**src/rtl/field_sel_pkg.sv**
```systemverilog
// Shared constants, word layout and FSM state type for the 16-bit field-select datapath.
package field_sel_pkg;

    localparam int FIELD_W    = 3;
    localparam int NUM_FIELDS = 4;
    localparam int WORD_W     = 16;
    localparam int SEL_W      = 2;
    localparam int CNT_W      = 2;
    localparam int FILL_W     = $clog2(NUM_FIELDS);

    // Word layout: select code at the bottom, fields above it, tag on top.
    localparam int SEL_LSB    = 0;
    localparam int FIELD_LSB0 = SEL_LSB + SEL_W;
    localparam int TAG_LSB    = FIELD_LSB0 + NUM_FIELDS * FIELD_W;

    typedef enum logic {
        FILL = 1'b0,
        FULL = 1'b1
    } state_e;

    function automatic int field_lsb(input int idx);
        return FIELD_LSB0 + idx * FIELD_W;
    endfunction

endpackage

```
**src/rtl/field_word_out_reg.sv**
```systemverilog
// Valid/ready output holding register: i_load captures a word, i_accept retires it.
module field_word_out_reg
    import field_sel_pkg::*;
(
    input  logic              i_clk,
    input  logic              i_rst,
    input  logic              i_load,
    input  logic [WORD_W-1:0] i_data,
    input  logic              i_accept,
    output logic [WORD_W-1:0] o_data,
    output logic              o_valid
);

    logic [WORD_W-1:0] data_q, data_d;
    logic              valid_q, valid_d;

    // NOTE: every signal written here gets a default first so no latch is inferred.
    always_comb begin
        data_d  = data_q;
        valid_d = valid_q;
        if (i_load) begin
            data_d  = i_data;
            valid_d = 1'b1;
        end else if (i_accept) begin
            valid_d = 1'b0;
        end
    end

    // NOTE: state is updated with non-blocking assignments only; next values come from always_comb.
    always_ff @(posedge i_clk) begin
        if (i_rst) begin
            data_q  <= '0;
            valid_q <= 1'b0;
        end else begin
            data_q  <= data_d;
            valid_q <= valid_d;
        end
    end

    assign o_data  = data_q;
    assign o_valid = valid_q;

endmodule

```
**src/rtl/field_word_packer.sv**
```systemverilog
// Packs four 3-bit fields into a tagged 16-bit word behind a valid/ready output register.
// Build option FIELD_WORD_PACKER_PARITY_EN puts even parity in bit 15 and counter bit 0 in bit 14.
module field_word_packer
    import field_sel_pkg::*;
#(
    parameter logic [SEL_W-1:0] SEL_START      = 2'd0,
    parameter logic [SEL_W-1:0] SEL_STEP       = 2'd1,
    parameter bit               FLUSH_KEEP_SEL = 1'b0
) (
    input  logic        i_clk,
    input  logic        i_rst,
    input  logic [2:0]  i_field,
    input  logic        i_valid,
    output logic        o_ready,
    input  logic        i_flush,
    output logic [15:0] o_data,
    output logic        o_valid,
    input  logic        i_ready,
    output logic [1:0]  o_fill
);

    state_e                                state_q, state_d;
    logic [FILL_W-1:0]                     fill_q, fill_d;
    logic [NUM_FIELDS-2:0][FIELD_W-1:0]    slot_q, slot_d;
    logic [SEL_W-1:0]                      sel_q, sel_d;
    logic [CNT_W-1:0]                      cnt_q, cnt_d;
    logic [WORD_W-1:0]                     word;
    logic                                  load;
    logic                                  accept;

    // The fourth field goes straight from i_field into the word; only three slots are stored.
    always_comb begin
        word = '0;
        word[SEL_LSB +: SEL_W] = sel_q;
        for (int i = 0; i < NUM_FIELDS - 1; i++) begin
            word[field_lsb(i) +: FIELD_W] = slot_q[i];
        end
        word[field_lsb(NUM_FIELDS - 1) +: FIELD_W] = i_field;
`ifdef FIELD_WORD_PACKER_PARITY_EN
        word[TAG_LSB]    = cnt_q[0];
        word[WORD_W - 1] = ^word[WORD_W-2:0];
`else
        word[TAG_LSB +: CNT_W] = cnt_q;
`endif
    end

    always_comb begin
        state_d = state_q;
        fill_d  = fill_q;
        slot_d  = slot_q;
        sel_d   = sel_q;
        cnt_d   = cnt_q;
        load    = 1'b0;
        accept  = 1'b0;
        case (state_q)
            FILL: begin
                if (i_flush) begin
                    fill_d = '0;
                    if (!FLUSH_KEEP_SEL) begin
                        sel_d = SEL_START;
                    end
                end else if (i_valid) begin
                    if (fill_q == FILL_W'(NUM_FIELDS - 1)) begin
                        load    = 1'b1;
                        fill_d  = '0;
                        state_d = FULL;
                    end else begin
                        for (int i = 0; i < NUM_FIELDS - 1; i++) begin
                            if (fill_q == FILL_W'(i)) begin
                                slot_d[i] = i_field;
                            end
                        end
                        fill_d = fill_q + 1'b1;
                    end
                end
            end
            FULL: begin
                if (i_ready) begin
                    accept  = 1'b1;
                    state_d = FILL;
                    sel_d   = sel_q + SEL_STEP;
                    cnt_d   = cnt_q + 1'b1;
                end
            end
            default: state_d = FILL;
        endcase
    end

    always_ff @(posedge i_clk) begin
        if (i_rst) begin
            state_q <= FILL;
            fill_q  <= '0;
            sel_q   <= SEL_START;
            cnt_q   <= '0;
        end else begin
            state_q <= state_d;
            fill_q  <= fill_d;
            sel_q   <= sel_d;
            cnt_q   <= cnt_d;
        end
    end

    // NOTE: slot storage is left out of reset; unwritten slots are never emitted.
    always_ff @(posedge i_clk) begin
        slot_q <= slot_d;
    end

    field_word_out_reg u_out_reg (
        .i_clk    (i_clk),
        .i_rst    (i_rst),
        .i_load   (load),
        .i_data   (word),
        .i_accept (accept),
        .o_data   (o_data),
        .o_valid  (o_valid)
    );

    assign o_ready = (state_q == FILL);
    assign o_fill  = fill_q;

endmodule

```
**config.mk**
```make
export PLATFORM = sky130hd
export DESIGN_NAME = field_word_packer
export DESIGN_NICKNAME = d
export VERILOG_FILES = /design/src/rtl/field_sel_pkg.sv /design/src/rtl/field_word_out_reg.sv /design/src/rtl/field_word_packer.sv
export SDC_FILE = /design/constraint.sdc
export NUM_CORES = 1
export LEC_CHECK = 0
export ABC_AREA = 1
export CELL_PAD_IN_SITES_DETAIL_PLACEMENT = 1
export CELL_PAD_IN_SITES_GLOBAL_PLACEMENT = 2
export CORE_MARGIN = 10
export CORE_UTILIZATION = 27
export CTS_BUF_LIST = sky130_fd_sc_hd__clkbuf_8
export DETAILED_ROUTE_END_ITERATION = 8
export GPL_TIMING_DRIVEN = 0
export PLACE_DENSITY_LB_ADDON = 0.1
export SLEW_MARGIN = 30
export SYNTH_ARGS = -nofsm -noshare
export SYNTH_HDL_FRONTEND = slang
export SYNTH_SLANG_ARGS = --single-unit
```
**constraint.sdc**
```tcl
create_clock -name i_clk -period 1.39 [get_ports i_clk]
set_clock_uncertainty 0.1 [all_clocks]
set_input_delay 0.139 -clock i_clk [delete_from_list [all_inputs] [get_ports i_clk]]
set_output_delay 0.139 -clock i_clk [all_outputs]
set_load 0.005 [all_outputs]
```
==> Word-level counts from Yosys, hierarchy flattened <==
Index checks and enable logic that the tools add are counted.
{ "word_totals": {"output_inout_bits": 20, "reg_bits": 33, "wordCells": 45} }
{ "op_classes": {"muxes": 16, "n_addsub": 3, "reduce_logical": 9, "bitwise": 3, "n_eq_ne": 5} }
{ "op_table": {"columns": ["operator", "n"], "rows": [
  ["5-bit AND reduction", 3],
  ["2-bit two-way mux", 5],
  ["1-bit two-way mux", 9],
  ["2-bit by 1-bit adder with 2-bit output, second input constant", 3],
  ["2-bit AND reduction", 3],
  ["2-bit equality test, second input constant", 2],
  ["2-bit case mux with 2 select lines", 1],
  ["2-bit nonzero test", 2],
  ["1-bit inverter", 3],
  ["2-bit by 1-bit equality test with 1-bit output, second input constant", 1],
  ["2-bit zero test", 1],
  ["2-bit by 1-bit != test with 1-bit output, second input constant", 1],
  ["2-bit != test, second input constant", 1],
  ["1-bit case mux with 2 select lines", 1]
]} }

==> Logic depth before layout (Yosys ltp) <==
{ "logic_depth": {"depth_word": 6, "ltp_mapped": 7} }

==> Modules after synthesis <==
A second synthesis with hierarchy kept.
{ "hier_totals": {"cells_unflattened": 143, "hier_area_um2": 1262.5} }
{ "by_module_without_submodules": {"columns": ["mod", "instances", "seq_area_each_um2", "area_each_um2", "cells_each"], "rows": [
  ["field_word_packer", 1, 410.4, 674.4, 70],
  ["field_word_out_reg", 1, 340.3, 588.1, 73]
]} }

==> Least setup slack after synthesis <==
Ideal clock, no wire load.
{ "synth_path": {"path_type": "register to register", "from": "reg state_q", "to": "reg slot_q[0] in the netlist's numbering, enable pin", "setup_ns": 0.319, "t_arrival_ns": 0.949, "setup_slack_ns": 0.022, "stages_incl_launch_ff": 5, "period_less_slack_ns": 1.368, "cell_sequence": "dfxtp_1 -> nor2_4 -> buf_6 -> nand3_1 -> nor2_1"} }
{ "synth_via": {"elab_chain_cells": 2} }
{ "synth_rtl": {"columns": ["item", "line", "rtl"], "rows": [
  ["start: declaration", "field_word_packer.sv:22", "state_e state_q, state_d;"],
  ["start signal: assignment", "field_word_packer.sv:96", "state_q <= state_d;"],
  ["1-bit inverter (no line)", null, null],
  ["5-bit AND reduction (no line)", null, null],
  ["end signal: assignment", "field_word_packer.sv:105", "slot_q <= slot_d;"],
  ["end: declaration", "field_word_packer.sv:24", "logic [NUM_FIELDS-2:0][FIELD_W-1:0] slot_q, slot_d;"]
]} }
Every way passes these cells.
A chain may end at the register's enable or synchronous reset.

==> Worst setup path after layout <==
{ "layout_path": {"from": "reg u_out_reg.data_q[10], in the netlist u_out_reg.o_data[10]", "to": "out o_data[10]"} }
{ "layout_rtl": {"columns": ["item", "line", "rtl"], "rows": [
  ["start: declaration", "field_word_out_reg.sv:14", "logic [WORD_W-1:0] data_q, data_d;"],
  ["start signal: assignment", "field_word_out_reg.sv:35", "data_q <= data_d;"],
  ["end: declaration", "field_word_packer.sv:16", "output logic [15:0] o_data,"]
]} }
No word-level cell between the ends.

==> impl_metrics.json <==
{
  "outcome": "complete, no violations",
  "ys_warn_count": 0,
  "cp.depth": 1,
  "critPathArrivalTime_ns": 1.11,
  "critPathMaxStageDelay_ns": 0.50,
  "rsz0062_at_grt": "true",
  "fin_crit_sh_pct": 97.0,
  "tightest_slew_ns": 0.392,
  "cp-start-kind": "flop",
  "first_pass_iters": 4,
  "netlist_area_sq_um": 1420,
  "viasPerCell": 4.11,
  "ys_seq_area_share_pct": 53.0,
  "path_delay_family": "buffers and inverters",
  "cts_max_level": 2,
  "syn_to_final_growth_pct": 36.9,
  "hp-class": "in2reg",
  "track_usage_pct": 8.93,
  "powerDensity_nw_per_um2": 936,
  "drive_gt1_share_pct": 14.0,
  "cp_num_buf_inv": 1,
  "vias": 1166,
  "endpoint_kind": "output pin",
  "final_cell_mix": "nor2_1 (44), nand2_1 (30), inv_1 (25), dfxtp_1 (21), nand3_1 (17)",
  "grt_antenna_before_repair": 0,
  "syn_inst": 177,
  "cts_buffers": 5,
  "nFillCells": 612,
  "cts-root-buf": "clkbuf_8",
  "drtIter0Drc": 32,
  "relSlewSlack_pct": 73.8,
  "worstHoldPathCells": 4,
  "clock_latency_ns": 0.28,
  "drtAntennaViolNets": 0,
  "cp_max_fo": 2,
  "setup_tns_ns": 0,
  "wl_per_cell_um": 12.1,
  "p_total_mw": 1.82,
  "power.static_leakage_nw": 1.05,
  "clockBufferDepth": 2,
  "portBuffers": 27,
  "fin_nets": 225,
  "overflow": 0,
  "drc": 0,
  "die-area_sq_um": 8550,
  "worstRegToRegCells": 4,
  "drv_slew": 0,
  "antenna_cells": 0,
  "syn_area_per_cell_sq_um": 8.01,
  "layout_commonest_cell": "nor2_1",
  "grt_pass1_vias": 1345,
  "fmax_mhz": 742,
  "path_cells": "clkdlybuf4s50_1",
  "grt_pass1_wl_mm": 6.09,
  "timing.final.crit_period_ns": 1.35,
  "cts_tree": "done",
  "path_class": "reg2out",
  "die_h_um": 92.5,
  "io_pins": 28,
  "core_sq_um": 5110,
  "cp.required_ns": 1.15,
  "ys_seq_elements": 33,
  "fp.dieW_um": 92.5,
  "synth_cell_types": 19,
  "finalCoreUtilization_pct": 38.0,
  "hold_viol_final": 0,
  "cts_sinks": 33,
  "hpwlAfterDp_mm": 2.66,
  "synth_nets": 189,
  "gp_congestion": 0.760,
  "clk_pin_slew_ns": 0.07,
  "initial_core_util_pct": 27.8,
  "finalSetupViolations": 0,
  "maxCapViolations": 0,
  "grt_max_degree": 11,
  "num_rows": 26,
  "cp_slowest_cell": "clkdlybuf4s50_1",
  "wirelength_mm": 3.42,
  "ir_worst_vdd_uv": 331
}
## state kept, by name, indices dropped and copies added, names as in the netlist
name               count
u_out_reg.o_data      16
state_q                1
u_out_reg.o_valid      1
sel_q                  2
slot_q                 9
o_fill                 2
cnt_q                  2
## layout make-up
cell class | instances | area, sq um | area share [%]
Buffer | 5 | 46.3 | 2.39
Clock buffer | 5 | 68.8 | 3.55
Clock inverter | 3 | 13.8 | 0.709
Inverter | 28 | 105 | 5.42
Multi-Input combinational cell | 111 | 549 | 28.3
Sequential cell | 33 | 759 | 39.1
Tap cell | 70 | 87.6 | 4.51
Timing Repair Buffer | 29 | 310 | 16.0
## routing by layer
metal | global-route usage [%] | vias to the layer above | part of all wire [%]
met1 | 8.50 | 535 | 41
li1 | - | 607 | -
met5 | 0 | - | 0
met2 | 16.2 | 18 | 52
met3 | 4.28 | 6 | 5.4
met4 | 3.47 | 0 | 1.3
## Yosys cell counts (all sizes together)
master / n / area share, %
inv: 28 / 7.4
nand3: 18 / 6.4
buf: 4 / 2.7
nor3: 1 / 0.35
a21oi: 3 / 1.1
dfxtp: 24 / 34
clkbuf: 1 / 0.26
nor2: 50 / 15
edfxtp: 9 / 19
o21ai: 3 / 1.1
nand2: 32 / 8.8
ha: 4 / 3.5
## where the power goes
part	leakage, nW	internal [mW]	switching, mW
logic	0.721	0.0513	0.0734
clock network	0.0491	0.339	0.349
registers	0.277	0.997	0.00733
total	1.05	1.39	0.429
## worst paths after layout
check,from,to,slack (ns)
worst min register to register,u_out_reg.o_valid$_SDFFE_PP0P_,u_out_reg.o_valid$_SDFFE_PP0P_,0.37
worst min-delay path,i_valid,o_fill[1]$_SDFFE_PP0P_,0.35
worst max register to register,o_fill[0]$_SDFFE_PP0P_,slot_q[4]$_DFFE_PP_,0.05
worst max-delay path,u_out_reg.o_data[10]$_SDFFE_PP0P_,o_data[10],0.04
## metrics by stage
stage / std cells / hold slack (ns) / setup slack (ns) / area, sq um
6_report: 284 / 0.351 / 0.0423 / 1940
5_1_grt: 284 / 0.373 / -0.0169 / 1940
4_1_cts: 284 / 0.354 / 0.00579 / 1900
3_5_place_dp: 274 / 0.370 / -0.637 / 1780
3_3_place_gp: 274 / 0.359 / -0.586 / 1780
2_1_floorplan: 177 / 0.108 / 0.0217 / 1420
## cells by family (layout without fill, tap and decap cells)
| group | count (synthesis) | in the layout | share of synthesized area, % |
|---|---|---|---|
| adders and majority gates | 4 | 4 | 3.53 |
| buffers and inverters | 33 | 70 | 10.4 |
| AOI/OAI and AO/OA | 6 | 6 | 2.12 |
| and+or+nand+nor | 101 | 101 | 31.0 |
| DFF | 33 | 33 | 53.0 |
## what timing repair did
| action | CTS | global route |
|---|---|---|
| pin swaps | 2 | 0 |
| setup buffers | 2 | 0 |
| setup endpoints to repair | 25 | 36 |
| gates resized for setup | 17 | 15 |
| hold buffers | 0 | 0 |
Note: power is estimated with default switching activity, not from simulation.
==> edit 1: new RTL, config.mk and constraints unchanged <==
The parameter `FLUSH_KEEP_SEL` goes from 1'b0 to 1'b1.
--- a/src/rtl/field_word_packer.sv
+++ b/src/rtl/field_word_packer.sv
@@ -5,7 +5,7 @@
 #(
     parameter logic [SEL_W-1:0] SEL_START      = 2'd0,
     parameter logic [SEL_W-1:0] SEL_STEP       = 2'd1,
-    parameter bit               FLUSH_KEEP_SEL = 1'b0
+    parameter bit               FLUSH_KEEP_SEL = 1'b1
 ) (
     input  logic        i_clk,
     input  logic        i_rst,
Formal check against the unedited RTL: no difference found for any inputs over 10 cycles, from zero or initial values and one cycle with i_rst high; that may be too few to reach the edited logic, so the function may still have changed.
==> edit 1 against the unedited design <==
- setup slack worse by 0.0019 ns
- synthesized area grew 6.6%
- critical path depth unchanged
- via count grew 4.6%
- clock power rose by 0.9%
- cell area is 5.6% higher
- routed wire length rose by 13%
- power increased by 1.5%
- sequential cell count stayed put
- critical path type unchanged
- highest routed layer unchanged
==> edit 1: results <==
export IMPL_track_usage_pct=9.212
export IMPL_power_leakage_uw=0.0009945
export IMPL_synthTopCellsByCount="nand2_1, dfxtp_1, nor2_1, inv_1, nor2_2"
export IMPL_drt_iter0_markers=27
export IMPL_firstDrtPassIters=3
export IMPL_reg2reg_depth=7
export IMPL_worst_r2r_setup_slack_ns=0.08
export IMPL_dp_cells=273
export IMPL_wl_mm=3.878
export IMPL_synth_compound_gate_area_share_pct=2.152
export IMPL_gr_usage_met2_pct=15.56
export IMPL_met1_length_mm=1.711
export IMPL_whs_endpoint="u_out_reg.o_data[4]"
export IMPL_outcome="completed"
export IMPL_yosys_top_cells_area="dfxtp_1, edfxtp_1, nor2_2, nand2_1, nor2_1"
export IMPL_synth_fa_ha_area_share_pct=3.311
export IMPL_ant_nets=0
export IMPL_via_count=1220
export IMPL_yosysUniqueCellTypes=22
export IMPL_syn_num_nets=187
export IMPL_cts_buffers=5
export IMPL_dr_wl_met2_mm=1.893
export IMPL_met3_usage_pct=3.569
export IMPL_portBuffers=26
export IMPL_yosysSeqAreaShare_pct=49.67
export IMPL_n_antenna_cell=0
export IMPL_grt_pass1_wl_mm=6.499
export IMPL_r2r_start="o_fill[1]"
export IMPL_clk_pin_slew_ns=0.07
export IMPL_placed_area_um2=1862
export IMPL_synth_ff_type="dfxtp_1"
export IMPL_min_from="i_rst"
export IMPL_reg2reg_to="u_out_reg.o_data[11]"
export IMPL_use_met1_pct=10.44
export IMPL_clk_latency_ns=0.28
export IMPL_hold_slack_ns=0.2075
export IMPL_gp_congestion=0.7100
export IMPL_num_fill_cells=663
export IMPL_worstHoldPathType="input pin to register"
export IMPL_relSlewSlack_pct=79.13
export IMPL_startpoint="u_out_reg.o_data[11]"
export IMPL_grt_pass1_vias=1327
export IMPL_setup_ws_ns=0.04040
export IMPL_setup_worst_path_end="o_data[11]"
export IMPL_drive_gt1_share_pct=28.70
export IMPL_avgSynthCellArea_um2=8.637
export IMPL_via_per_inst=4.236
export IMPL_wl_met3_um=247
export IMPL_min_delay_path_depth=4
export IMPL_pre_cts_slack_ns=-0.5455
export IMPL_peakVddDrop_v=0.0003767
export IMPL_place_hpwl_mm=2.849
export IMPL_layout_nets=227
export IMPL_synth_mux_area_share_pct=0
==> edit 1: what timing repair did <==
item,in CTS,in global routing
gates resized for setup,23,10
hold buffers,2,0
endpoints found under the hold margin,3,0
setup buffers,5,0
pin swaps,3,1
endpoints found under the setup margin,40,14
==> edit 1: report_power, final <==
group          internal [uW]  switching, uW  total (uW)
logic                   58.0           87.9         146
clock network            340            354         694
registers                997           7.91        1000
==> edit 1: area by class of cell <==
class | instances | area, um^2 | area share, %
tap | 72 | 90.09 | 4.396
multi-input combinational | 109 | 628.1 | 30.65
inverter | 28 | 105.1 | 5.128
clock inverter | 3 | 13.76 | 0.6715
buffer | 5 | 55.05 | 2.686
timing repair buffer | 33 | 324.1 | 15.81
clock buffer | 5 | 68.82 | 3.358
sequential | 33 | 764.5 | 37.30
==> edit 1: worst min-delay path, stage by stage <==
cell and delay (ns):
buf_4 0.13, clkinv_1 0.14, nand2_1 0.08, nor2_1 0.07
==> edit 2: new RTL, config.mk and constraints unchanged <==
Without the edit above. `data_q` no longer has a reset.
--- a/src/rtl/field_word_out_reg.sv
+++ b/src/rtl/field_word_out_reg.sv
@@ -29,12 +29,14 @@
     // NOTE: state is updated with non-blocking assignments only; next values come from always_comb.
     always_ff @(posedge i_clk) begin
         if (i_rst) begin
-            data_q  <= '0;
             valid_q <= 1'b0;
         end else begin
-            data_q  <= data_d;
             valid_q <= valid_d;
         end
+    end
+
+    always_ff @(posedge i_clk) begin
+        data_q <= data_d;
     end
 
     assign o_data  = data_q;
Formal check against the unedited RTL: differs if i_rst is asserted again (counterexample within 10 cycles, from zero or initial values and one cycle with i_rst high); with i_rst held inactive, the same outputs for 10 cycles.
==> edit 2 against the unedited design <==
- clock power is 0.7% lower
- sequential cell count stayed put
- non-clock buffer count is 4 lower
- cell area is 12% lower
- power is 0.91% higher
- first-iteration DRC count is 110% higher
- synthesized area is 16% lower
- combinational power is 36% lower
- setup slack worse by 0.023 ns
- sequential power is 7% higher
- final cell count is 37% lower
- routed wire length is 35% lower
- largest power group unchanged
==> edit 2: results <==
export IMPL_outcome="completed"
export IMPL_gr_usage_met2_pct=9.732
export IMPL_wl_met3_um=243
export IMPL_dr_wl_met2_mm=1.081
export IMPL_crit_slowest_cell="dfxtp_4"
export IMPL_firstDrtPassIters=2
export IMPL_met1_length_um=867
export IMPL_cp_arrival_ns=1.26
export IMPL_syn_num_nets=102
export IMPL_dp_cells=169
export IMPL_critPathMaxStageDelay_ns=0.38
export IMPL_relSlewSlack_pct=85.26
export IMPL_internal_power_uw=1445
export IMPL_synthTopCellsByCount="edfxtp_1, inv_1, nand2_1, nor2_1, dfxtp_1"
export IMPL_critPathTopFamily="flip-flops"
export IMPL_layout_nets=139
export IMPL_worstHoldPathType="register to register"
export IMPL_clockPowerShare_pct=37.2
export IMPL_grt_max_degree=17
export IMPL_yosysSeqAreaShare_pct=76.55
export IMPL_grt_pass1_vias=787
export IMPL_track_usage_pct=6.566
export IMPL_clk_path_buf_depth=2
export IMPL_drt_iter0_markers=68
export IMPL_avgSynthCellArea_um2=13.22
export IMPL_cp_max_fo=16
export IMPL_placed_area_um2=1546
export IMPL_power_leakage_uw=0.0006994
export IMPL_via_count=740
export IMPL_met3_usage_pct=4.597
export IMPL_syn2layout_area_growth_pct=43.64
export IMPL_synth_edff_count=25
export IMPL_comb_power_uw=79.8
export IMPL_pre_cts_slack_ns=-0.4719
export IMPL_use_met1_pct=6.779
export IMPL_place_hpwl_mm=1.688
export IMPL_yosysUniqueCellTypes=16
export IMPL_n_antenna_cell=0
export IMPL_yosys_top_cells_area="edfxtp_1, dfxtp_1, ha_1, inv_1, nand2_1"
export IMPL_num_fill_cells=488
export IMPL_gp_congestion=0.7141
export IMPL_synth_fa_ha_area_share_pct=4.206
export IMPL_peakVddDrop_v=0.0002836
export IMPL_drive_gt1_share_pct=18.75
export IMPL_synth_compound_gate_area_share_pct=3.470
export IMPL_synth_top_area_cell="edfxtp_1"
export IMPL_cts_repair_resized=4
export IMPL_p_sw_uw=389.0
export IMPL_wl_per_cell_um=12.45
export IMPL_grt_pass1_wl_mm=3.774
[edit 2: logic make-up after synthesis]
group	Yosys count
flip-flops	33
AND/OR/NAND/NOR	32
buffers and inverters	14
AO/OA/AOI/OAI	7
adder cells (fa/ha/maj)	4
[edit 2: final cells by class]
| class | instances | area share, % |
|---|---|---|
| clock buffer | 5 | 4.026 |
| clock inverter | 3 | 1.025 |
| inverter | 14 | 3.294 |
| multi-input combinational | 43 | 15.45 |
| sequential | 33 | 53.73 |
| tap | 52 | 3.807 |
| timing repair buffer | 30 | 18.67 |
[edit 2: final timing paths]
check / start / to / slack [ns] / depth (start not counted)
setup / recovery: o_fill[0] / u_out_reg.o_data[8] / 0.02 / 4
hold / removal: slot_q[0] / u_out_reg.o_data[2] / 0.32 / 0
setup reg to reg: o_fill[0] / u_out_reg.o_data[8] / 0.02 / 4
hold reg to reg: slot_q[0] / u_out_reg.o_data[2] / 0.32 / 0
